### src/rtl/fetch_stage.sv
// ---------------------------------------------------------------------------
// fetch_stage
//
// Instruction-fetch stage of the RV32I pipeline. Owns the program counter,
// drives the instruction ROM address and captures the returned word into the
// IF/ID pipeline register. Handles stall, flush, branch/jump redirect, an
// end-of-program halt on an all-zero instruction word, and a fetch counter.
//
// Optional feature macro: FETCH_MISALIGN_TRAP_EN
//   defined   : a redirect to a target with target_i[1:0] != 0 is refused,
//               the stage halts and the sticky misaligned_o output is raised.
//   undefined : misaligned_o does not exist; target_i[1:0] are forced to 0
//               on redirect.
//
// Ports
//   clk_i        in   clock, rising edge
//   rst_i        in   synchronous active-high reset
//   stall_i      in   hold PC and IF/ID
//   flush_i      in   squash the word being loaded into IF/ID
//   redirect_i   in   take target_i as next PC
//   target_i     in   redirect target
//   instr_i      in   ROM read data for address pc_o
//   pc_o         out  current PC (ROM address)
//   if_pc_o      out  PC of the word in IF/ID
//   if_pc4_o     out  if_pc_o + 4
//   if_instr_o   out  instruction in IF/ID
//   if_valid_o   out  IF/ID holds a real instruction
//   fetch_cnt_o  out  number of valid words loaded into IF/ID
//   halt_o       out  fetch halted
//   misaligned_o out  sticky misaligned-redirect flag (macro builds only)
// ---------------------------------------------------------------------------
module fetch_stage #(
  parameter int               WIDTH    = 32,
  parameter logic [WIDTH-1:0] RESET_PC = '0,
  parameter logic [31:0]      NOP      = 32'h00000013
) (
  input  logic             clk_i,
  input  logic             rst_i,
  input  logic             stall_i,
  input  logic             flush_i,
  input  logic             redirect_i,
  input  logic [WIDTH-1:0] target_i,
  input  logic [31:0]      instr_i,
  output logic [WIDTH-1:0] pc_o,
  output logic [WIDTH-1:0] if_pc_o,
  output logic [WIDTH-1:0] if_pc4_o,
  output logic [31:0]      if_instr_o,
  output logic             if_valid_o,
  output logic [31:0]      fetch_cnt_o,
`ifdef FETCH_MISALIGN_TRAP_EN
  output logic             misaligned_o,
`endif
  output logic             halt_o
);

  typedef enum logic {RUN, HALT} state_t;

  state_t           state_q, state_d;
  logic [WIDTH-1:0] pc_q, pc_d;
  logic [WIDTH-1:0] if_pc_q, if_pc_d;
  logic [WIDTH-1:0] if_pc4_q, if_pc4_d;
  logic [31:0]      if_instr_q, if_instr_d;
  logic             if_valid_q, if_valid_d;
  logic [31:0]      fetch_cnt_q, fetch_cnt_d;
  logic [WIDTH-1:0] pc_plus4;
  logic [WIDTH-1:0] redirect_pc;
  logic             target_bad;

  assign pc_plus4 = pc_q + WIDTH'(4);

`ifdef FETCH_MISALIGN_TRAP_EN
  logic misaligned_q, misaligned_d;
  assign redirect_pc  = target_i;
  assign target_bad   = |target_i[1:0];
  assign misaligned_o = misaligned_q;
`else
  // Low address bits are simply dropped: instructions are word aligned.
  assign redirect_pc  = target_i & ~WIDTH'(3);
  assign target_bad   = 1'b0;
`endif

  // Next-state logic. Every branch that squashes IF/ID keeps the old
  // pc/pc4 fields and only replaces the instruction with a NOP bubble.
  always_comb begin
    state_d     = state_q;
    pc_d        = pc_q;
    if_pc_d     = if_pc_q;
    if_pc4_d    = if_pc4_q;
    if_instr_d  = if_instr_q;
    if_valid_d  = if_valid_q;
    fetch_cnt_d = fetch_cnt_q;
`ifdef FETCH_MISALIGN_TRAP_EN
    misaligned_d = misaligned_q;
`endif

    if (state_q == RUN) begin
      if (redirect_i) begin
        if_instr_d = NOP;
        if_valid_d = 1'b0;
        if (target_bad) begin
          // Refused redirect: PC holds and the stage parks in HALT.
          state_d = HALT;
`ifdef FETCH_MISALIGN_TRAP_EN
          misaligned_d = 1'b1;
`endif
        end else begin
          pc_d = redirect_pc;
        end
      end else if (flush_i) begin
        if_instr_d = NOP;
        if_valid_d = 1'b0;
        if (!stall_i) begin
          pc_d = pc_plus4;
        end
      end else if (stall_i) begin
        state_d = RUN;
      end else if (instr_i == 32'h0) begin
        // All-zero word marks end of program; it is never counted.
        if_instr_d = NOP;
        if_valid_d = 1'b0;
        state_d    = HALT;
      end else begin
        pc_d        = pc_plus4;
        if_pc_d     = pc_q;
        if_pc4_d    = pc_plus4;
        if_instr_d  = instr_i;
        if_valid_d  = 1'b1;
        fetch_cnt_d = fetch_cnt_q + 32'd1;
      end
    end else begin
      // HALT ignores stall and flush; only a redirect restarts fetch.
      if_instr_d = NOP;
      if_valid_d = 1'b0;
      if (redirect_i) begin
        if (target_bad) begin
`ifdef FETCH_MISALIGN_TRAP_EN
          misaligned_d = 1'b1;
`endif
          state_d = HALT;
        end else begin
          pc_d    = redirect_pc;
          state_d = RUN;
        end
      end
    end
  end

  // State register with synchronous reset overriding every other input.
  always_ff @(posedge clk_i) begin
    if (rst_i) begin
      state_q     <= RUN;
      pc_q        <= RESET_PC;
      if_pc_q     <= '0;
      if_pc4_q    <= '0;
      if_instr_q  <= NOP;
      if_valid_q  <= 1'b0;
      fetch_cnt_q <= 32'd0;
`ifdef FETCH_MISALIGN_TRAP_EN
      misaligned_q <= 1'b0;
`endif
    end else begin
      state_q     <= state_d;
      pc_q        <= pc_d;
      if_pc_q     <= if_pc_d;
      if_pc4_q    <= if_pc4_d;
      if_instr_q  <= if_instr_d;
      if_valid_q  <= if_valid_d;
      fetch_cnt_q <= fetch_cnt_d;
`ifdef FETCH_MISALIGN_TRAP_EN
      misaligned_q <= misaligned_d;
`endif
    end
  end

  assign pc_o        = pc_q;
  assign if_pc_o     = if_pc_q;
  assign if_pc4_o    = if_pc4_q;
  assign if_instr_o  = if_instr_q;
  assign if_valid_o  = if_valid_q;
  assign fetch_cnt_o = fetch_cnt_q;
  assign halt_o      = (state_q == HALT);

endmodule

### config.mk
export PLATFORM = sky130hd
export DESIGN_NAME = fetch_stage
export DESIGN_NICKNAME = d
export VERILOG_FILES = /design/src/rtl/fetch_stage.sv
export SDC_FILE = /design/constraint.sdc
export NUM_CORES = 1
export LEC_CHECK = 0
export BUFFER_PORTS_ARGS = -buffer_cell sky130_fd_sc_hd__buf_2
export CAP_MARGIN = 10
export CORE_UTILIZATION = 57
export CTS_BUF_LIST = sky130_fd_sc_hd__clkbuf_4
export DETAILED_ROUTE_END_ITERATION = 16
export PLACE_DENSITY = 0.91
export SETUP_SLACK_MARGIN = 0.3
export SLEW_MARGIN = 20
export SYNTH_ARGS = -nofsm -noshare
export SYNTH_HDL_FRONTEND = slang
export SYNTH_SLANG_ARGS = --single-unit
### constraint.sdc
create_clock -name clk_i -period 5.8 [get_ports clk_i]
set_input_delay 0.87 -clock clk_i [delete_from_list [all_inputs] [get_ports clk_i]]
set_output_delay 0.87 -clock clk_i [all_outputs]
set_load 0.01 [all_outputs]
==> results.md <==
* # port buffers at approximately 220
* Synth cell types at between 50 and 60
* Asr flop ratio synth at 0
* Post-synth top area share at 0.4361
* Buf/Inv on CP at 0
* Top cells by area, synth: dfxtp_1, nand2_1, a21oi_1
* CP arrival at between 3 and 4 ns
* Sequential share of the synthesized area at 0.4361
* Pwr Total at around 2.0 mW
* Wl on met1 at approximately 8.4 mm
* Post-synth EDFFs at 0
* Cell family with most CP delay: simple AND/OR/NAND/NOR gates
* Remaining global-route overflow at 0
* Pre-CTS setup slack at 2.539 ns
* CP max-delay cell: or4_4
* First-pass GRT wire length at around 32 mm
* Setup ws final at 3.116 ns
* Root Driver: clkbuf_4
* Cell accounting for the most synthesized area: dfxtp_1
* Max-slew violation count at 0
* Worst-path clk slew at approximately 0.12 ns
* Minimum clock period at between 2 and 3 ns
* Routed WL at roughly 20 mm
* Min-Delay Path Class: reg2reg
* CP startpoint: pc_o[2]
* Post-route setup TNS at 0 ns
* Met2 wire length at 9.479 mm
* CTS sink count at between 150 and 200
* Hold_buf cts at 0
* Pwr/cell area at 238.5 nW/um^2
* P&R area growth vs syn at 18.78%
* CP max stage delay at roughly 0.74 ns
* DRC at 0
* DP Area at between 8000 and 9000 um^2
* Post-CTS resize count at 0
* Worst-path fanout max at 13
* Initial DRC count at 586
* Worst vdd ir at 0.0001734 V
* Met3 WL at 1.511 mm
* Antenna viol nets, final at 0
* Mapped Avg Cell Area at 8.326 um^2
* Critical Path End Type: flip-flop
* Core area at around 12,000 um^2
* Final HPWL DP at between 10 and 15 mm
* CP Cell Sequence: ha_1 > nand4_2 > or4_4 > or4_1 > a21oi_1 > o21a_1
* Max_slew headroom at 0.2662
* Max cap viols at 0
* Initial antenna violation count at 4
* Post-synthesis cell area at a little over 7000 um^2
* TritonCTS clock tree: built
* Period utilization at 0.4627
* # rows at 40
* Final nets at about 1,100
* Setup violators final at 0
* Hold path startpoint: if_pc_o[24]
* FF+latch count, synth at 156
* Worst r2r src: pc_o[2]
* Hold Fails Final Rpt at 0
* RSZ-0062 raised after global routing: false
* Fin area at between 8000 and 9000 um^2
* Layout cells sized above 1 at 0.2617
* Routed length per placed instance at 16.37 um
* Cells after Synth at 860
* Non-Filler Instances at between 1,000 and 1,500
* Largest net degree at the start of global routing at 84
* Gr usage total at 0.3136
* Die Y-Extent at 114.1 um
* Vias post-DR at 7,175
* Number of buffers created by CTS at 17
* Most used DFF post-synth: dfxtp_1
* Fmax at approximately 370 MHz
* Die Span X at 114.1 um
* H-tree depth at 4
* 1st-pass router iterations at 5
* Die ar. at 13,010 um^2
* LEAKAGE at 3.494 nW
* Worst Max-Slew Pin Slew at ~1.1 ns
* Worst skew pair latency at 0.57 ns
* Outcome: finished, final reports clean
* Highest metal layer with signal wires: met4
* Clock buffer depth at 2
* Yosys warning count at 0
* Crit Path Class: reg2reg
* # IOs at 231
* Vias per std cell at slightly below 6
* CP Launch Type: flip-flop
* Skew final at approximately 0.015 ns
* Worst Path Required at between 6 and 7 ns
* GPL Wtd Cong at between 0.8 and 0.9
* Setup bufs post-CTS at 0
* Placed cells at between 1,000 and 1,500
* Vias in the first global route at 6,489
* Initial Utilization at 0.5912
path summary, 6_finish.rpt:
kind,endpoint,slack [ns],cells past startpoint
setup / recovery,pc_o[22],3.12,6
hold / removal,if_pc_o[24],0.46,2
setup reg to reg,pc_o[22],3.12,6
hold reg to reg,if_pc_o[24],0.46,2
synthesized netlist by cell type (11+ instances only):
cell	n
dfxtp_1	156
o211ai_1	11
nor3_1	20
nand2_1	117
nor2_1	86
xnor2_1	18
o31ai_1	20
nor4_1	20
a21oi_1	74
or3_1	12
xor2_1	11
o21ai_0	36
a211oi_1	20
mux2i_1	30
inv_1	14
clkbuf_1	46
or4_1	14
nand3_1	20
nand4_1	15
kinds of logic after synthesis:
group / synth area share
compound gates: 0.1836
xor+xnor: 0.03547
fa+ha+maj: 0.003494
buf+inv: 0.05941
flops: 0.4361
mux: 0.04351
other cells: 0.0005237
simple gates: 0.2378
cell type report:
type	count	area, um^2
repair buffers	231	1181
diodes	3	7.507
multi-input cells	619	3650
inverters	14	52.55
well taps	168	210.2
clock buffers	21	157.7
flip-flops and latches	156	3123
clock inverters	10	123.9
fillers	1009	3606
stage by stage:
step	hold slack, ns	util
after floorplan	0.4805	-
after CTS	0.4596	0.7011
after global placement	0.4380	0.6779
after global routing	0.4752	0.7023
final	0.4568	0.7023
after detailed placement	0.4432	0.6779
layout by cell type (no fill, tap or decap), drive strengths merged, types with 6 or more instances in the layout:
cell type	netlist	routed
and3	8	8
o311ai	6	6
dfxtp	156	156
o31ai	20	20
o211ai	11	11
xor2	11	11
xnor2	18	18
a21oi	74	74
nand3	22	22
mux2i	30	30
nor2	86	86
nand2	117	117
or3	12	12
inv	14	14
buf	29	231
o31a	6	6
o21ai	37	37
clkinv	0	6
nor3	21	21
nor4	21	21
or4	17	17
clkbuf	47	21
conb	1	6
and4	9	9
nand4	16	16
a211oi	20	20
worst register-to-register path: cells and delay by family, from the launching register on:
family,cells,cell delay [ns]
compound gates,2,0.29
flops,1,0.52
fa+ha+maj,1,0.30
simple gates,3,1.53
power breakdown:
group          leakage, nW  internal [mW]  total, mW  switching, mW
logic                 2.07         0.0858      0.213          0.127
registers             1.27           1.10       1.14         0.0410
clock network        0.156          0.309      0.672          0.362
metal layers:
layer,GRT usage,up-vias
met5,0,-
met4,0.1515,0
met3,0.08047,52
met2,0.5071,301
met1,0.3904,3365
li1,-,3457
registers in the layout, summed over array words and instances, names as in the netlist:
signal	flops
if_valid_o	1
halt_o	1
if_instr_o	32
if_pc4_o	30
if_pc_o	30
pc_o	30
fetch_cnt_o	32
No activity file was read; power rests on OpenSTA's default activity.
